$ cat src/rtl/auth_code_setter.sv
// Enrollment controller for the combination-lock authenticator.
// It owns the secret code. A new code must be entered twice before it is
// committed, and the current code must be proven first when one exists.
// Repeated mismatches put the block into a timed lockout.
module auth_code_setter #(
    parameter int CODE_W      = 4,
    parameter int TIMEOUT_CYC = 16,
    parameter int MAX_FAIL    = 3,
    parameter int LOCK_CYC    = 8
) (
    input  logic              clk,
    input  logic              rst,
    input  logic              set_req,
    input  logic              cancel,
    input  logic              enter,
    input  logic [CODE_W-1:0] code_in,
    output logic [CODE_W-1:0] stored_code,
    output logic              code_valid,
    output logic              busy,
    output logic              locked,
    output logic              set_done,
    output logic              set_fail
);
    localparam int MAX_TL = (TIMEOUT_CYC > LOCK_CYC) ? TIMEOUT_CYC : LOCK_CYC;
    localparam int MAXV   = (MAX_TL > MAX_FAIL) ? MAX_TL : MAX_FAIL;
    localparam int CNT_W  = $clog2(MAXV + 1);

    localparam logic [CNT_W-1:0] TMO_LAST  = CNT_W'(TIMEOUT_CYC - 1);
    localparam logic [CNT_W-1:0] LOCK_LAST = CNT_W'(LOCK_CYC - 1);
    localparam logic [CNT_W-1:0] FAIL_MAX  = CNT_W'(MAX_FAIL);

    typedef enum logic [2:0] {
        IDLE, VERIFY_OLD, ENTER_NEW, CONFIRM_NEW, LOCKOUT
    } state_t;

    state_t            state, state_nxt;
    logic [CNT_W-1:0]  timer, fail_cnt, fail_nxt, fail_inc;
    logic [CODE_W-1:0] new_reg, new_nxt;
    logic              enter_q, ent, active;
    logic              commit, fail_p, mismatch;

    // A held button yields exactly one entry.
    assign ent      = enter & ~enter_q;
    assign active   = (state == VERIFY_OLD) || (state == ENTER_NEW) || (state == CONFIRM_NEW);
    assign fail_inc = (fail_cnt == '1) ? fail_cnt : fail_cnt + 1'b1;

    // Next state and the events of the current cycle.
    always_comb begin
        state_nxt = state;
        fail_nxt  = fail_cnt;
        new_nxt   = new_reg;
        commit    = 1'b0;
        fail_p    = 1'b0;
        mismatch  = 1'b0;
        case (state)
            IDLE: begin
                if (set_req) state_nxt = code_valid ? VERIFY_OLD : ENTER_NEW;
            end
            VERIFY_OLD, ENTER_NEW, CONFIRM_NEW: begin
                // cancel outranks both an entry and a timeout in the same cycle
                if (cancel) begin
                    state_nxt = IDLE;
                end else if (ent) begin
                    case (state)
                        VERIFY_OLD: begin
                            if (code_in == stored_code) state_nxt = ENTER_NEW;
                            else                        mismatch  = 1'b1;
                        end
                        ENTER_NEW: begin
                            new_nxt   = code_in;
                            state_nxt = CONFIRM_NEW;
                        end
                        default: begin
                            if (code_in == new_reg) begin
                                commit    = 1'b1;
                                fail_nxt  = '0;
                                state_nxt = IDLE;
                            end else begin
                                mismatch = 1'b1;
                            end
                        end
                    endcase
                end else if (timer >= TMO_LAST) begin
                    // a timeout aborts but does not count toward lockout
                    fail_p    = 1'b1;
                    state_nxt = IDLE;
                end
                if (mismatch) begin
                    fail_p = 1'b1;
                    if (fail_inc == FAIL_MAX) begin
                        state_nxt = LOCKOUT;
                        fail_nxt  = '0;
                    end else begin
                        state_nxt = IDLE;
                        fail_nxt  = fail_inc;
                    end
                end
            end
            LOCKOUT: begin
                if (timer >= LOCK_LAST) state_nxt = IDLE;
            end
            default: state_nxt = IDLE;
        endcase
    end

    // State, counters and entry edge detector.
    always_ff @(posedge clk or posedge rst) begin
        if (rst) begin
            state    <= IDLE;
            timer    <= '0;
            fail_cnt <= '0;
            new_reg  <= '0;
            enter_q  <= 1'b0;
        end else begin
            state    <= state_nxt;
            fail_cnt <= fail_nxt;
            new_reg  <= new_nxt;
            enter_q  <= enter;
            // During lockout, entries are ignored and do not stretch the lockout.
            if (state_nxt != state || state == IDLE || (ent && active)) timer <= '0;
            else if (timer != '1)                                         timer <= timer + 1'b1;
        end
    end

    // Registered outputs; pulses line up with the state they lead into.
    always_ff @(posedge clk or posedge rst) begin
        if (rst) begin
            stored_code <= '0;
            code_valid  <= 1'b0;
            busy        <= 1'b0;
            locked      <= 1'b0;
            set_done    <= 1'b0;
            set_fail    <= 1'b0;
        end else begin
            busy     <= (state_nxt != IDLE);
            locked   <= (state_nxt == LOCKOUT);
            set_done <= commit;
            set_fail <= fail_p;
            if (commit) begin
                stored_code <= new_reg;
                code_valid  <= 1'b1;
            end
        end
    end
endmodule

$ cat config.mk
export PLATFORM = sky130hd
export DESIGN_NAME = auth_code_setter
export DESIGN_NICKNAME = d
export VERILOG_FILES = /design/src/rtl/auth_code_setter.sv
export SDC_FILE = /design/constraint.sdc
export NUM_CORES = 1
export LEC_CHECK = 0
export BUFFER_PORTS_ARGS = -buffer_cell sky130_fd_sc_hd__buf_2
export CAP_MARGIN = 25
export CORE_ASPECT_RATIO = 0.75
export CORE_MARGIN = 2
export CORE_UTILIZATION = 62
export CTS_CLUSTER_DIAMETER = 30
export DETAILED_ROUTE_END_ITERATION = 6
export GPL_TIMING_DRIVEN = 0
export PLACE_DENSITY = 0.86
export SLEW_MARGIN = 20
export SYNTH_ARGS = -nofsm -noshare
export SYNTH_HDL_FRONTEND = slang
export SYNTH_SLANG_ARGS = --single-unit
$ cat constraint.sdc
create_clock -name clk -period 4.01 [get_ports clk]
set_clock_uncertainty 0.05 [all_clocks]
set_input_delay 1.203 -clock clk [delete_from_list [all_inputs] [get_ports clk]]
set_output_delay 1.203 -clock clk [all_outputs]
set_load 0.01 [all_outputs]
### Word level (Yosys, flattened, before mapping)

Index checks and enable logic that the tools add are counted.
W data, S select, Z words.

| word-level totals | value |
|---|---|
| bits in registers | 27 |
| input port bits | 9 |
| logic and storage cells | 82 |

| operators by class | value |
|---|---|
| $add $sub $neg | 2 |
| order comparisons | 2 |
| eq/ne operators | 13 |
| mux-type cells | 37 |
| bitwise operators | 3 |
| reduce and logical (&&, ||, !) cells | 14 |

Operator list:

| cell | number |
|---|---|
| $mux W5 | 9 |
| $mux W3 | 9 |
| $mux W1 | 15 |
| $add A5 B1 Y5 const B | 2 |
| $pmux W3 S3 | 1 |
| $eq A4 B4 Y1 | 2 |
| $eq A3 B2 Y1 const B | 2 |
| $eq A3 B3 Y1 const B | 2 |
| $pmux W3 S2 | 1 |
| $reduce_bool A2 Y1 | 3 |
| $eq A5 B2 Y1 const B | 1 |
| $eq A5 B5 Y1 const B | 1 |
| $ge A5 B3 Y1 const B | 1 |
| $ge A5 B4 Y1 const B | 1 |
| $ne A5 B5 Y1 const B | 1 |
| $reduce_and A5 Y1 | 1 |
| $logic_or A1 B1 Y1 | 4 |
| $ne A2 B1 Y1 const B | 2 |
| $reduce_and A4 Y1 | 1 |
| $eq A3 B1 Y1 const B | 1 |
| $logic_not A3 Y1 | 1 |
| $ne A3 B3 Y1 | 1 |
| $reduce_bool A3 Y1 | 1 |
| $reduce_or A3 Y1 | 1 |
| 6 further kinds | 7 |

### Logic depth before layout (Yosys ltp)

| depth | value |
|---|---|
| depth after elaboration | 12 |
| gate-level depth with buffers | 8 |
| gate-level depth less buffers | 8 |

### Worst setup path after synthesis

Ideal clock, no wire load.

| timing | value |
|---|---|
| kind | in2reg |
| start point | input cancel |
| end point | register stored_code[0] |
| library setup time | 0.125 ns |
| data arrival time | 2.206 ns |
| required time | 3.835 ns |
| setup slack | 1.629 ns |
| cell stages on the path | 5 |
| buffers on the path | 1 |
| cell sequence | nor3b_2 > and3_1 > and3_1 > buf_6 > mux2_4 |

| on the way | value |
|---|---|
| word-level cells in the longest chain between the ends | 2 |

RTL lines:

| item | RTL line | source |
|---|---|---|
| start: declaration | 14 | `input logic cancel,` |
| $mux W1 | 61 | `if (cancel) begin` |
| $mux W1 | 55 | `case (state)` |
| end signal: assignment | 140 | `stored_code <= new_reg;` |
| end: declaration | 17 | `output logic [CODE_W-1:0] stored_code,` |

No other way between the ends.
A chain may end at the register's enable or synchronous reset.

### Worst setup path after layout

| timing | value |
|---|---|
| start point | input code_in[3] |
| end point | register timer[4] |

| on the way | value |
|---|---|
| word-level cells in the longest chain between the ends | 12 |

RTL lines:

| item | RTL line | source |
|---|---|---|
| start: declaration | 16 | `input logic [CODE_W-1:0] code_in,` |
| $eq A4 B4 Y1, on equally long branches | 74, 66 |  |
| $mux W1, on equally long branches | 74, 66 |  |
| $pmux W1 S2 | 64 | `case (state)` |
| $mux W1 | 63 | `end else if (ent) begin` |
| $mux W1 | 61 |  |
| $mux W1 | 55 |  |
| $mux W3 (*) | 88 | `if (mismatch) begin` |
| $pmux W3 S3 (*) | 55 |  |
| $ne A3 B3 Y1 (*) | 120 | `if (state_nxt != state \|\| state == IDLE \|\| (ent && active)) timer <= '0;` |
| $logic_or A1 B1 Y1 (*) (2 in series) | 120 |  |
| $mux W5 or $reduce_bool A2 Y1 (tied branches) | n/a |  |
| end signal: assignment | 121 | `else if (timer != '1) timer <= timer + 1'b1;` |
| end: declaration | 37 | `logic [CNT_W-1:0] timer, fail_cnt, fail_nxt, fail_inc;` |

Every way passes the cells marked *; elsewhere a longest branch is shown, timed or not. The select of a mux whose other input is x is not followed.

==> results.cfg <==
[place]
post-dp-hpwl_mm = 2.30
place_congestion = 0.950
port_buffers = 17
dp.cells = 201

[clocking]
ctsHoldBuffers = 0
cts-buffers-inserted = 3
clock-sinks = 27
ctsHtreeMaxLevel = 1
path_clk_slew_ns = 0.14
clock_latency_ns = 0.33
cts_tree = built
cts_setup_buffers = 0
cts-root-buf = clkbuf_4
ctsResizeCount = 0
clockBufferDepth = 2

[run_status]
outcome = finished clean

[worst_setup_path]
cp_cell_sequence = buf_2, xnor2_1, nand4_2, o32a_1, a31oi_2, nor2_1
critPathKind = in -> reg
crit_required_ns = 4.19
slowest_delay_ns = 0.41
critPathArrivalTime_ns = 2.49
end_kind = register
worstPathMaxFanout = 6
ff2ff_path_depth = 8
worstSetupStartpointType = input port
slowest_stage = o32a_1

[route]
routed_wl_mm = 3.02
route.detailed.drc = 0
dr.pass1.iters = 4
final_antenna_net_count = 0
via_count = 1205
drtIter0Drc = 52
drt-wirelength-per-cell_um = 14.7
viasPerCell = 5.85

[floorplanning]
die_w_um = 62.6
core_mm2 = 0.00236
initial_core_util = 0.675
pin_count = 18
dieHeight_um = 47.9
die_area_mm2 = 0.00300
rows = 15

[final_layout]
diodes = 0
final_common_cell = dfrtp_1
top_regs = fail_cnt (5), timer (5)
layout.cells.non_filler = 206
drive_above_1_share = 0.279
finalNetCount = 186
layout_common_cells = dfrtp_1, buf_2, nor2_1
area_growth_pct = 11.4
final_core_util = 0.752

[sta]
rsz0062_at_grt = no
slew_headroom = 0.724
fin_crit_sh = 0.578
setup_tns_ns = 0
setup_viol = 0
max_freq_mhz = 432
fin_crit_ns = 2.32
drv_slew = 0
tightest_slew_ns = 0.410
final-hold-violation-count = 0

[power]
power_uw = 567
power_leakage_nw = 0.843
peakVddDrop_v = 0.000280
power_density_mw_per_mm2 = 319

[synthesis]
synth_nets = 163
synthFlopType = dfrtp_1
synth_cells = 150
synth_area_mm2 = 0.00160
ys_warn_count = 0
seq_area_frac_synth = 0.423
syn_avg_cell_area_um2 = 10.6
synth-seq-cells = 27
synth_cell_type_count = 51
async_flop_share = 1.00
synth_edf_count = 0

[grt]
grt_max_degree = 28
antenna_found_initial = 0
grt_pass1_vias = 1126
grt_overflow_total = 0
grt_first_pass_wirelength_mm = 5.02
grtUsageTotal = 0.226

[min_path]
hold_path.class = reg -> reg
min_path_cells = 2

[job]
maxCapViolations = 0
[worst paths after layout]
path	startpoint	endpoint	slack, ns
max	code_in[3]	timer[4]$_DFFE_PP0P_	1.69
min	fail_cnt[1]$_DFFE_PP0P_	fail_cnt[1]$_DFFE_PP0P_	0.52
max in group asynchronous	rst	timer[3]$_DFFE_PP0P_	2.84
min reg2reg	fail_cnt[1]$_DFFE_PP0P_	fail_cnt[1]$_DFFE_PP0P_	0.52
min in group asynchronous	rst	fail_cnt[3]$_DFFE_PP0P_	0.70
max reg2reg	timer[0]$_DFFE_PP0P_	timer[0]$_DFFE_PP0P_	2.07
[power by group]
group	internal (mW)	total, mW	switching, mW
clock network	0.0391	0.117	0.0782
logic	0.0623	0.133	0.0710
registers	0.296	0.316	0.0203
[critical path, delay by kind of cell]
kind | cells | cell delay [ns]
simple gates | 2 | 0.30
compound gates | 2 | 0.65
buf+inv | 1 | 0.12
xor+xnor | 1 | 0.20
[per-stage QoR]
stage / setup slack [ns] / cell area, um2 / hold slack (ns)
after floorplan: 1.63 / 1600 / 0.449
after global placement: 1.37 / 1720 / 0.466
after detailed placement: 1.36 / 1720 / 0.494
after CTS: 1.71 / 1750 / 0.515
after global routing: 1.59 / 1780 / 0.530
final: 1.69 / 1780 / 0.516
[cells by family after synthesis]
kind of cell	share of synthesized area
AOI/OAI and AO/OA	0.141
xor gates and xnor gates	0.0752
adders and majority gates	0.0313
buffers and inverters	0.0400
DFF	0.423
muxes	0.0846
and+or+nand+nor	0.205
[synth_stat cells (2+ instances only)]
library cell	number	area share
a21oi_1	9	0.028
a31oi_2	2	0.016
and3_1	4	0.016
buf_6	3	0.021
dfrtp_1	27	0.42
ha_1	4	0.031
inv_1	7	0.016
mux2_2	4	0.028
mux2_4	4	0.038
mux2i_1	3	0.019
nand2_1	11	0.026
nand2b_1	2	0.0078
nand3_1	4	0.013
nand3b_1	3	0.014
nand4_1	3	0.012
nor2_1	13	0.031
nor2b_1	2	0.0078
o22ai_1	3	0.012
or3_1	2	0.0078
xnor2_1	8	0.044
xor2_1	2	0.011
[layout make-up]
class / instances / area (um2)
timing repair buffer: 18 / 113
sequential: 27 / 676
inverter: 7 / 26.3
tap: 34 / 42.5
fill: 185 / 587
buffer: 4 / 37.5
multi-input combinational: 112 / 857
clock buffer: 4 / 26.3
[per-layer routing]
| metal | up-vias | wire length, um | global-route usage |
|---|---|---|---|
| met1 | 582 | 1410 | 0.284 |
| met3 | 5 | 132 | 0.0494 |
| met5 | - | 0 | 0 |
| met4 | 0 | 36 | 0.0933 |
| li1 | 589 | - | - |
| met2 | 29 | 1440 | 0.398 |
Note: power is estimated with default switching activity, not from simulation.
